==> config.mk <==
export PLATFORM = sky130hd
export DESIGN_NAME = lfsr_roller_flat
export DESIGN_NICKNAME = d
export VERILOG_FILES = /design/src/rtl/lfsr_roller_pkg.sv /design/src/rtl/lfsr_roller_if.sv /design/src/rtl/lfsr_roller_core.sv /design/src/rtl/lfsr_roller.sv /design/src/flat_wrapper.sv
export SDC_FILE = /design/constraint.sdc
export NUM_CORES = 1
export LEC_CHECK = 0
export CORE_ASPECT_RATIO = 1.2
export CORE_MARGIN = 5
export CORE_UTILIZATION = 30
export CTS_CLUSTER_DIAMETER = 120
export DETAILED_ROUTE_END_ITERATION = 10
export HOLD_SLACK_MARGIN = 0.05
export SLEW_MARGIN = 40
export SYNTH_ARGS = -nofsm -noshare
export SYNTH_HDL_FRONTEND = slang
export SYNTH_SLANG_ARGS = --single-unit
==> constraint.sdc <==
create_clock -name i_clk -period 3.3 [get_ports i_clk]
set_input_delay 0.66 -clock i_clk [delete_from_list [all_inputs] [get_ports i_clk]]
set_output_delay 0.66 -clock i_clk [all_outputs]
set_load 0.005 [all_outputs]
==> src/rtl/lfsr_roller_pkg.sv <==
// Shared types and default constants for the LFSR dice roller.
// Latency: n/a (declarations only).
// Backpressure: n/a.
package lfsr_roller_pkg;

  // Roller control states
  typedef enum logic [1:0] {
    IDLE = 2'd0,
    ROLL = 2'd1,
    DONE = 2'd2
  } state_t;

  // Fibonacci feedback taps (bits 15,13,12,10) and power-up seed
  localparam logic [15:0] DEF_TAPS = 16'hB400;
  localparam logic [15:0] DEF_SEED = 16'hF731;

endpackage

==> src/rtl/lfsr_roller_if.sv <==
// Key-side controls and display-side results of the dice roller.
// Latency: n/a (wiring only).
// Backpressure: none; controls are single-cycle pulses sampled every clock.
interface lfsr_roller_if #(
  parameter int LFSR_W     = 16,
  parameter int OUT_W      = 4,
  parameter int HIST_DEPTH = 4
);
  localparam int SEL_W = (HIST_DEPTH > 1) ? $clog2(HIST_DEPTH) : 1;
  localparam int CNT_W = $clog2(HIST_DEPTH + 1);

  logic              i_start;
  logic              i_stop;
  logic              i_seed_load;
  logic [LFSR_W-1:0] i_seed;
  logic [SEL_W-1:0]  i_hist_sel;
  logic [OUT_W-1:0]  o_random_out;
  logic              o_busy;
  logic              o_done;
  logic [OUT_W-1:0]  o_hist_out;
  logic [CNT_W-1:0]  o_hist_count;

  // Key/debounce side drives controls and reads results
  modport master (
    output i_start, i_stop, i_seed_load, i_seed, i_hist_sel,
    input  o_random_out, o_busy, o_done, o_hist_out, o_hist_count
  );

  // Roller side
  modport slave (
    input  i_start, i_stop, i_seed_load, i_seed, i_hist_sel,
    output o_random_out, o_busy, o_done, o_hist_out, o_hist_count
  );
endinterface

==> src/rtl/lfsr_roller_core.sv <==
// Fibonacci LFSR register with seed load, single step and all-zero seed guard.
// Latency: load/step visible on the output one clock after the request.
// Backpressure: none; load has priority over step.
module lfsr_core #(
  parameter int                LFSR_W       = 16,
  parameter int                OUT_W        = 4,
  parameter logic [LFSR_W-1:0] TAPS         = 16'hB400,
  parameter logic [LFSR_W-1:0] DEFAULT_SEED = 16'hF731
) (
  input  logic              i_clk,
  input  logic              i_rst,
  input  logic              i_load,
  input  logic [LFSR_W-1:0] i_seed,
  input  logic              i_step,
  output logic [OUT_W-1:0]  o_value
);

  logic [LFSR_W-1:0] lfsr;

  // Shift register; an all-zero seed would lock up, so it is replaced by the default
  always_ff @(posedge i_clk) begin
    if (i_rst) begin
      lfsr <= DEFAULT_SEED;
    end else if (i_load) begin
      lfsr <= (i_seed == '0) ? DEFAULT_SEED : i_seed;
    end else if (i_step) begin
      lfsr <= {lfsr[LFSR_W-2:0], ^(lfsr & TAPS)};
    end
  end

  assign o_value = lfsr[OUT_W-1:0];

endmodule

==> src/rtl/lfsr_roller.sv <==
// Dice roller: LFSR advances on a slowing schedule after start, result lands in a history buffer.
// Latency: roll lasts the sum of its intervals; o_done one cycle, history updated the cycle after.
// Backpressure: none; start restarts, stop ends the roll, seed load only honoured when idle.
module lfsr_roller
  import lfsr_roller_pkg::*;
#(
  parameter int                LFSR_W       = 16,
  parameter int                OUT_W        = 4,
  parameter logic [LFSR_W-1:0] TAPS         = LFSR_W'(DEF_TAPS),
  parameter logic [LFSR_W-1:0] DEFAULT_SEED = LFSR_W'(DEF_SEED),
  parameter int                TICK_W       = 21,
  parameter int                FAST_STEPS   = 13,
  parameter int                MAX_INTERVAL = 32,
  parameter int                HIST_DEPTH   = 4
) (
  input  logic         i_clk,
  input  logic         i_rst,
  lfsr_roller_if.slave bus
);

  localparam int IV_W   = $clog2(MAX_INTERVAL) + 1;
  localparam int TK_W   = TICK_W + IV_W;
  localparam int STEP_W = $clog2(FAST_STEPS + 1);
  localparam int SEL_W  = (HIST_DEPTH > 1) ? $clog2(HIST_DEPTH) : 1;
  localparam int CNT_W  = $clog2(HIST_DEPTH + 1);

  state_t            state;
  logic              busy;
  logic              done;
  logic [TK_W-1:0]   tick;
  logic [IV_W-1:0]   interval;
  logic [STEP_W-1:0] steps;
  logic [STEP_W-1:0] steps_inc;
  logic [TK_W-1:0]   tick_end;
  logic              expiry;
  logic              at_max;
  logic              lfsr_step;
  logic              lfsr_load;
  logic [OUT_W-1:0]  rand_out;
  logic [OUT_W-1:0]  hist [HIST_DEPTH];
  logic [CNT_W-1:0]  hist_count;
  logic [OUT_W-1:0]  hist_out;

  // One interval is interval * 2**TICK_W clocks; the last tick value marks expiry
  assign tick_end  = {interval, {TICK_W{1'b0}}} - TK_W'(1);
  assign expiry    = (tick == tick_end);
  assign at_max    = (interval == IV_W'(MAX_INTERVAL));
  assign steps_inc = (steps == '1) ? steps : steps + STEP_W'(1);

  // LFSR requests: start always steps; expiry steps unless it is the final interval
  always_comb begin
    lfsr_step = 1'b0;
    lfsr_load = 1'b0;
    case (state)
      IDLE: begin
        if (bus.i_start) begin
          lfsr_step = 1'b1;
        end else if (bus.i_seed_load) begin
          lfsr_load = 1'b1;
        end
      end
      ROLL: begin
        if (bus.i_start) begin
          lfsr_step = 1'b1;
        end else if (!bus.i_stop && expiry && !at_max) begin
          lfsr_step = 1'b1;
        end
      end
      DONE: begin
        if (bus.i_start) begin
          lfsr_step = 1'b1;
        end
      end
      default: begin
        lfsr_step = 1'b0;
      end
    endcase
  end

  lfsr_core #(
    .LFSR_W       (LFSR_W),
    .OUT_W        (OUT_W),
    .TAPS         (TAPS),
    .DEFAULT_SEED (DEFAULT_SEED)
  ) u_core (
    .i_clk   (i_clk),
    .i_rst   (i_rst),
    .i_load  (lfsr_load),
    .i_seed  (bus.i_seed),
    .i_step  (lfsr_step),
    .o_value (rand_out)
  );

  // Roll FSM with its tick/interval/step counters and registered busy/done
  always_ff @(posedge i_clk) begin
    if (i_rst) begin
      state    <= IDLE;
      busy     <= 1'b0;
      done     <= 1'b0;
      tick     <= '0;
      interval <= IV_W'(1);
      steps    <= '0;
    end else begin
      done <= 1'b0;
      case (state)
        IDLE: begin
          if (bus.i_start) begin
            state    <= ROLL;
            busy     <= 1'b1;
            tick     <= '0;
            interval <= IV_W'(1);
            steps    <= '0;
          end
        end
        ROLL: begin
          if (bus.i_start) begin
            tick     <= '0;
            interval <= IV_W'(1);
            steps    <= '0;
          end else if (bus.i_stop) begin
            state <= DONE;
            busy  <= 1'b0;
            done  <= 1'b1;
          end else if (expiry) begin
            tick <= '0;
            if (at_max) begin
              state <= DONE;
              busy  <= 1'b0;
              done  <= 1'b1;
            end else begin
              steps <= steps_inc;
              if (steps_inc >= STEP_W'(FAST_STEPS)) begin
                interval <= interval << 1;
              end
            end
          end else begin
            tick <= tick + TK_W'(1);
          end
        end
        DONE: begin
          if (bus.i_start) begin
            state    <= ROLL;
            busy     <= 1'b1;
            tick     <= '0;
            interval <= IV_W'(1);
            steps    <= '0;
          end else begin
            state <= IDLE;
          end
        end
        default: begin
          state <= IDLE;
          busy  <= 1'b0;
        end
      endcase
    end
  end

  // History shift register, newest result at index 0, written during the DONE cycle
  always_ff @(posedge i_clk) begin
    if (i_rst) begin
      for (int k = 0; k < HIST_DEPTH; k++) begin
        hist[k] <= '0;
      end
      hist_count <= '0;
    end else if (state == DONE) begin
      for (int k = HIST_DEPTH - 1; k > 0; k--) begin
        hist[k] <= hist[k-1];
      end
      hist[0] <= rand_out;
      if (hist_count != CNT_W'(HIST_DEPTH)) begin
        hist_count <= hist_count + CNT_W'(1);
      end
    end
  end

  // Combinational history read; indices past the buffer read as zero
  always_comb begin
    hist_out = '0;
    if (int'(bus.i_hist_sel) < HIST_DEPTH) begin
      hist_out = hist[bus.i_hist_sel];
    end
  end

  assign bus.o_random_out = rand_out;
  assign bus.o_busy       = busy;
  assign bus.o_done       = done;
  assign bus.o_hist_out   = hist_out;
  assign bus.o_hist_count = hist_count;

endmodule

==> src/flat_wrapper.sv <==
// flat-port wrapper written by rule: the top's interface ports become plain ports
module lfsr_roller_flat import lfsr_roller_pkg::*;
#(
  parameter int                LFSR_W       = 16,
  parameter int                OUT_W        = 4,
  parameter logic [LFSR_W-1:0] TAPS         = LFSR_W'(DEF_TAPS),
  parameter logic [LFSR_W-1:0] DEFAULT_SEED = LFSR_W'(DEF_SEED),
  parameter int                TICK_W       = 21,
  parameter int                FAST_STEPS   = 13,
  parameter int                MAX_INTERVAL = 32,
  parameter int                HIST_DEPTH   = 4
)
  (i_clk, i_rst, bus_i_start, bus_i_stop, bus_i_seed_load, bus_i_seed, bus_i_hist_sel, bus_o_random_out, bus_o_busy, bus_o_done, bus_o_hist_out, bus_o_hist_count);
  lfsr_roller_if #(.LFSR_W(LFSR_W), .OUT_W(OUT_W), .HIST_DEPTH(HIST_DEPTH)) bus_i ();
  input  logic i_clk;
  input  logic i_rst;
  input wire logic [$bits(bus_i.i_start)-1:0] bus_i_start;
  input wire logic [$bits(bus_i.i_stop)-1:0] bus_i_stop;
  input wire logic [$bits(bus_i.i_seed_load)-1:0] bus_i_seed_load;
  input wire logic [$bits(bus_i.i_seed)-1:0] bus_i_seed;
  input wire logic [$bits(bus_i.i_hist_sel)-1:0] bus_i_hist_sel;
  output wire logic [$bits(bus_i.o_random_out)-1:0] bus_o_random_out;
  output wire logic [$bits(bus_i.o_busy)-1:0] bus_o_busy;
  output wire logic [$bits(bus_i.o_done)-1:0] bus_o_done;
  output wire logic [$bits(bus_i.o_hist_out)-1:0] bus_o_hist_out;
  output wire logic [$bits(bus_i.o_hist_count)-1:0] bus_o_hist_count;
  assign bus_i.i_start = bus_i_start;
  assign bus_i.i_stop = bus_i_stop;
  assign bus_i.i_seed_load = bus_i_seed_load;
  assign bus_i.i_seed = bus_i_seed;
  assign bus_i.i_hist_sel = bus_i_hist_sel;
  assign bus_o_random_out = bus_i.o_random_out;
  assign bus_o_busy = bus_i.o_busy;
  assign bus_o_done = bus_i.o_done;
  assign bus_o_hist_out = bus_i.o_hist_out;
  assign bus_o_hist_count = bus_i.o_hist_count;
  lfsr_roller #(.LFSR_W(LFSR_W), .OUT_W(OUT_W), .TAPS(TAPS), .DEFAULT_SEED(DEFAULT_SEED), .TICK_W(TICK_W), .FAST_STEPS(FAST_STEPS), .MAX_INTERVAL(MAX_INTERVAL), .HIST_DEPTH(HIST_DEPTH)) u_core (.i_clk(i_clk), .i_rst(i_rst), .bus(bus_i));
endmodule
======== After elaboration in Yosys (flattened, before gate mapping) ========
Memories as Yosys holds them, arrays and structs flattened.
Cells that the tools add are included.
word-level totals
  register bits ........................... 60
  bits in writable memories ............... 16
  input bits .............................. 23
  output and inout port bits .............. 13
  memories ................................ 1
operators by class
  $add $sub $neg .......................... 4
  magnitude comparators ................... 1
  equality and inequality tests ........... 15
  muxes and demuxes ....................... 54
  bitwise gates (word level) .............. 5
  reductions and logical operators ........ 17
memories
  memory       depth  width  rd ports  clocked after memory_dff  write ports  line               text
  u_core.hist  4      4      4         0                         4            lfsr_roller.sv:40  logic [OUT_W-1:0] hist [HIST_DEPTH];
operator list
  kind                                                 count
  2-to-1 mux 27 bit                                    4
  case mux 27 bit (2 select lines)                     1
  2-to-1 mux 16 bit                                    3
  2-to-1 mux 4 bit                                     10
  2-to-1 mux 6 bit                                     6
  adder 27 x 1 -> 27 bit (second input constant)       1
  equality test 27 bit                                 1
  subtractor 27 x 1 -> 27 bit (second input constant)  1
  2-to-1 mux 1 bit                                     20
  zero test 16 bit                                     1
  XOR reduction 16 bit                                 1
  != test 3 x 2 -> 1 bit (second input constant)       4
  case mux 6 bit (2 select lines)                      1
  2-to-1 mux 2 bit                                     5
  != test 3 bit (second input constant)                3
  case mux 4 bit (2 select lines)                      1
  AND reduction 4 bit                                  2
  equality test 6 bit (second input constant)          1
  case mux 2 bit (3 select lines)                      1
  AND reduction 6 bit                                  1
  AND reduction 5 bit                                  1
  adder 4 x 1 -> 4 bit (second input constant)         1
  equality test 4 bit (second input constant)          1
  >= comparator 4 bit (second input constant)          1
  16 further kinds                                     24

======== Depth between registers and ports, before layout ========
  word-level depth ........................ 9
  gate-level depth with buffers ........... 9
  depth with buffers taken out ............ 8

======== Hierarchy ========
From an unflattened synthesis, not the netlist that was laid out.
unflattened totals
  cells, all modules ...................... 412
  area, all modules ....................... 3971.3 µm²
by module, submodules not included
  module       instances  cells each  area an instance (µm²)
  lfsr_roller  1          324         3133.0
  lfsr_core    1          88          838.3

======== Worst setup path after synthesis ========
Ideal clock, no wire load.
  path type ............................... flip-flop to flip-flop
  from .................................... register u_core.interval[0]
  to ...................................... register u_core.interval[1]
  setup time .............................. 0.117 ns
  arrival time ............................ 1.993 ns
  data required time ...................... 3.183 ns
  slack ................................... 1.190 ns
  stages on the path, launching flop included .. 10
  cell sequence ........................... dfxtp_1 > inv_1 > ha_1 > xor2_1 > nand3_1 > a211oi_2 > and3_1 > buf_4 > a31oi_1 > a22o_1
between the ends
  longest elaborated chain between the ends .. 6
  elaborated cells on any way between the ends .. 12
  classes of those cells .................. add/sub: 1; eq/ne: 4; mux: 6; reduce/logical: 1
RTL lines
  what                                                                                 line                text
  start, declared                                                                      lfsr_roller.sv:31   logic [IV_W-1:0] interval;
  start signal, assigned                                                               lfsr_roller.sv:133  interval <= interval << 1;
  parallel branches: the longest is 6 deep, another holds subtractor 27 x 1 -> 27 bit  -
Several ways; the timed one is not identified. The select of a mux whose other input is x is not followed.
A chain may end at the register's enable or synchronous reset.

======== Final worst setup path ========
  from .................................... input bus_i_hist_sel[0]
  to ...................................... output bus_o_hist_out[3]
between the ends
  longest elaborated chain between the ends .. 1
RTL lines
  what                     line                text
  start, declared          flat_wrapper.sv:21  input wire logic [$bits(bus_i.i_hist_sel)-1:0] bus_i_hist_sel;
  memory read (4 x 4 bit)  -
  end, declared            flat_wrapper.sv:25  output wire logic [$bits(bus_i.o_hist_out)-1:0] bus_o_hist_out;
No other way between the ends.

==> impl_metrics.toml <==
[outcome]
run_status = "finished, final reports clean"

[sta]
hold_violations = 0
finalSetupViolations = 0
worst_pin_slew_ns = 0.7094
hold_ws_ns = 0.4788
slew_viol_final = 0
clock_skew_ns = 0.006223
relSlewSlack_pct = 52.53
fin_crit_sh_pct = 89.02
grt_setup_unrepaired = "no"
max_freq_ghz = 0.3404
period_minus_slack_ns = 2.938
fin_setup_tns_ns = 0

[hold_path]
hold_path_startpoint = "u_core.tick[1]"
hold_path.class = "reg2reg"

[floorplanning]
dieWidth_um = 113.0
core_area_mm2 = 0.01256
ios = 36
num_rows = 45
dieArea_mm2 = 0.01509
start_util_pct = 30.39
die_y_um = 133.6

[pwr]
p_per_area_mw_per_mm2 = 459.6
p_leak_nw = 1.657
irDropWorstVdd_mv = 0.1985

[critical_path]
critPathRequiredTime_ns = 2.64
path_class = "in2out"
cp-end-kind = "output pin"
crit_arrival_ns = 2.28
r2r_start = "u_core.interval[0]"
critical_path.max_stage_delay_ns = 0.63
crit_path_frequent_cell = "clkdlybuf4s50_1"
crit_chain = "clkdlybuf4s50_1 > mux4_2 > clkdlybuf4s50_1"
crit_fanout = 4
crit_slowest_cell = "clkdlybuf4s50_1"
start_kind = "input port"
cp-startpoint = "bus_i_hist_sel[0]"

[global_route]
grt_overflow = 0
grt_pass1_vias = 3072
antenna_found_initial = 0
grt_pass1_wl_um = 15000
grt_usage_pct = 12.15
grt_max_degree = 21

[final_layout]
diodes = 0
final_cells = 610
fillers = 1296
layout.nets = 470
syn2layout_area_growth_pct = 20.23
final_util_pct = 36.54
drive_above_1_share_pct = 8.520

[cts]
clock-sinks = 76
hold_buffers = 0
cts_setup_buffers = 0
clockRootBuffer = "clkbuf_16"
path_clk_slew_ns = 0.06
cts_htree_levels = 3
cts_buffer_depth = 2
clk_latency_ns = 0.34
tritoncts = "built"
cts_repair_resize_count = 0
cts_buffers = 9

[routing]
drt_first_pass_iters = 5
wl_um = 8881
antenna_left = 0
detail_route.wl_per_cell_um = 14.56
via_count = 3117
drt-vias-per-instance = 5.110
drc_errors = 0
drt_first_iter_violations = 115

[logic_synthesis]
synthDistinctLibCells = 53
seq_area_frac_synth_pct = 44.07
synth_top_flop_cell = "dfxtp_1"
yosysTopAreaCell = "dfxtp_1"
ys_seq_elements = 76
syn_inst = 408
syn_nets = 437
synth_top_cell_area_share_pct = 31.48
synthArstFlopShare_pct = 0
synthTopCellsByArea = "dfxtp_1 (31%), edfxtp_1 (13%), nor2_1 (4.6%)"
syn_area_mm2 = 0.003816
ys_warn_count = 0
synth_area_per_cell_um2 = 9.353
synth_edf_count = 16

[placed_design]
placed_cells_incl_taps = 594
gp_congestion = 0.7883
io_buffers = 35
dp.final_hpwl_um = 6483

[flow_run]
maxCapViolations = 0
[worst paths after layout]
kind / end / slack [ns] / cells past startpoint
worst min register to register: u_core.tick[1] / 0.48 / 2
worst max-delay path: bus_o_hist_out[3] / 0.36 / 3
worst min-delay path: u_core.tick[1] / 0.48 / 2
worst max register to register: u_core.interval[5] / 0.70 / 8
[cells in the mapped netlist, types with 3 or more instances]
master and count:
and3_1 10, nor2_1 47, a31oi_1 3, o2111ai_1 5
o21ai_0 8, buf_2 4, a21oi_1 13, and4_1 3
o22ai_1 9, dfxtp_1 60, a311oi_1 3, nor3_1 6
ha_1 6, buf_4 6, nor2b_1 3, mux2i_1 4
clkbuf_1 10, nand4_1 10, edfxtp_1 16, mux4_2 4
xor2_1 19, o211ai_1 8, a211oi_1 4, nand3_1 29
a22o_1 8, xnor2_1 13, inv_1 12, and2_1 22
a21o_1 7, nor4_1 7, nand2_1 18
[layout make-up]
type                       count  area [um2]  share of cell area, %
multi-input combinational    298        1972                  42.98
inverter                      13       48.80                  1.064
sequential                    76        1682                  36.65
clock buffer                  10       229.0                  4.990
tap                          164       205.2                  4.472
timing repair buffer          43       410.4                  8.945
clock inverter                 6       41.29                 0.8999
[power breakdown]
part | internal [mW] | total [mW] | switching, mW
Sequential | 0.981 | 1.00 | 0.0240
Clock | 0.507 | 0.891 | 0.384
Combinational | 0.104 | 0.213 | 0.109
[cell usage in the layout, fill, tap and decap left out, drive strengths merged, types with 4 or more instances in the layout]
master and n:
and2 23, nand3 29, nor2 48, nand2 18, clkbuf 10, a21oi 14, mux2i 4, clkdlybuf4s50 35
nand4 12, xor2 19, and3 10, o2111ai 5, a21o 7, ha 6, buf 8, mux4 4
a22o 8, o31ai 4, a211oi 5, o22ai 9, edfxtp 16, dfxtp 60, o21ai 10, o211ai 8
xnor2 13, nor4 8, inv 13, nor3 6
[worst max-delay path: cells and delay by family]
| family | cells | cell delay [ns] |
|---|---|---|
| buf+inv | 2 | 1.09 |
| mux | 1 | 0.53 |
[state kept, by name, summed over array words and instances (netlist names)]
| signal | cells |
|---|---|
| u_core.steps | 4 |
| u_core.bus.o_hist_count | 3 |
| u_core.u_core.lfsr | 16 |
| u_core.interval | 6 |
| u_core.bus.o_done | 1 |
| u_core.hist | 16 |
| u_core.tick | 27 |
| u_core.state | 2 |
| u_core.bus.o_busy | 1 |
[stage by stage]
stage	area (um2)	worst slack (ns)	total power, mW
6_report	4588	0.3624	2.109
4_1_cts	4588	0.3469	2.133
2_1_floorplan	3816	1.190	1.150
3_5_place_dp	4318	0.3512	1.237
5_1_grt	4588	0.3032	2.202
3_3_place_gp	4318	0.3534	1.234
[per-layer routing]
layer | vias to the layer above | track usage [%] | share of wire (%)
li1 | 1557 | - | -
met1 | 1474 | 15.33 | 46
met2 | 78 | 20.19 | 49
met3 | 8 | 3.362 | 4.8
met4 | 0 | 3.607 | 0.84
met5 | - | 0 | 0
[kinds of logic (layout without fill, tap and decap cells)]
family	Yosys count	in the layout	synth area share, %
AOI/OAI and AO/OA	86	86	16.33
buffers and inverters	34	72	4.262
adders and majority gates	6	6	1.967
muxes	8	8	3.410
DFF	76	76	44.07
xor gates and xnor gates	32	32	7.344
and+or+nand+nor	166	166	22.62
No activity file was read; power rests on OpenSTA's default activity.
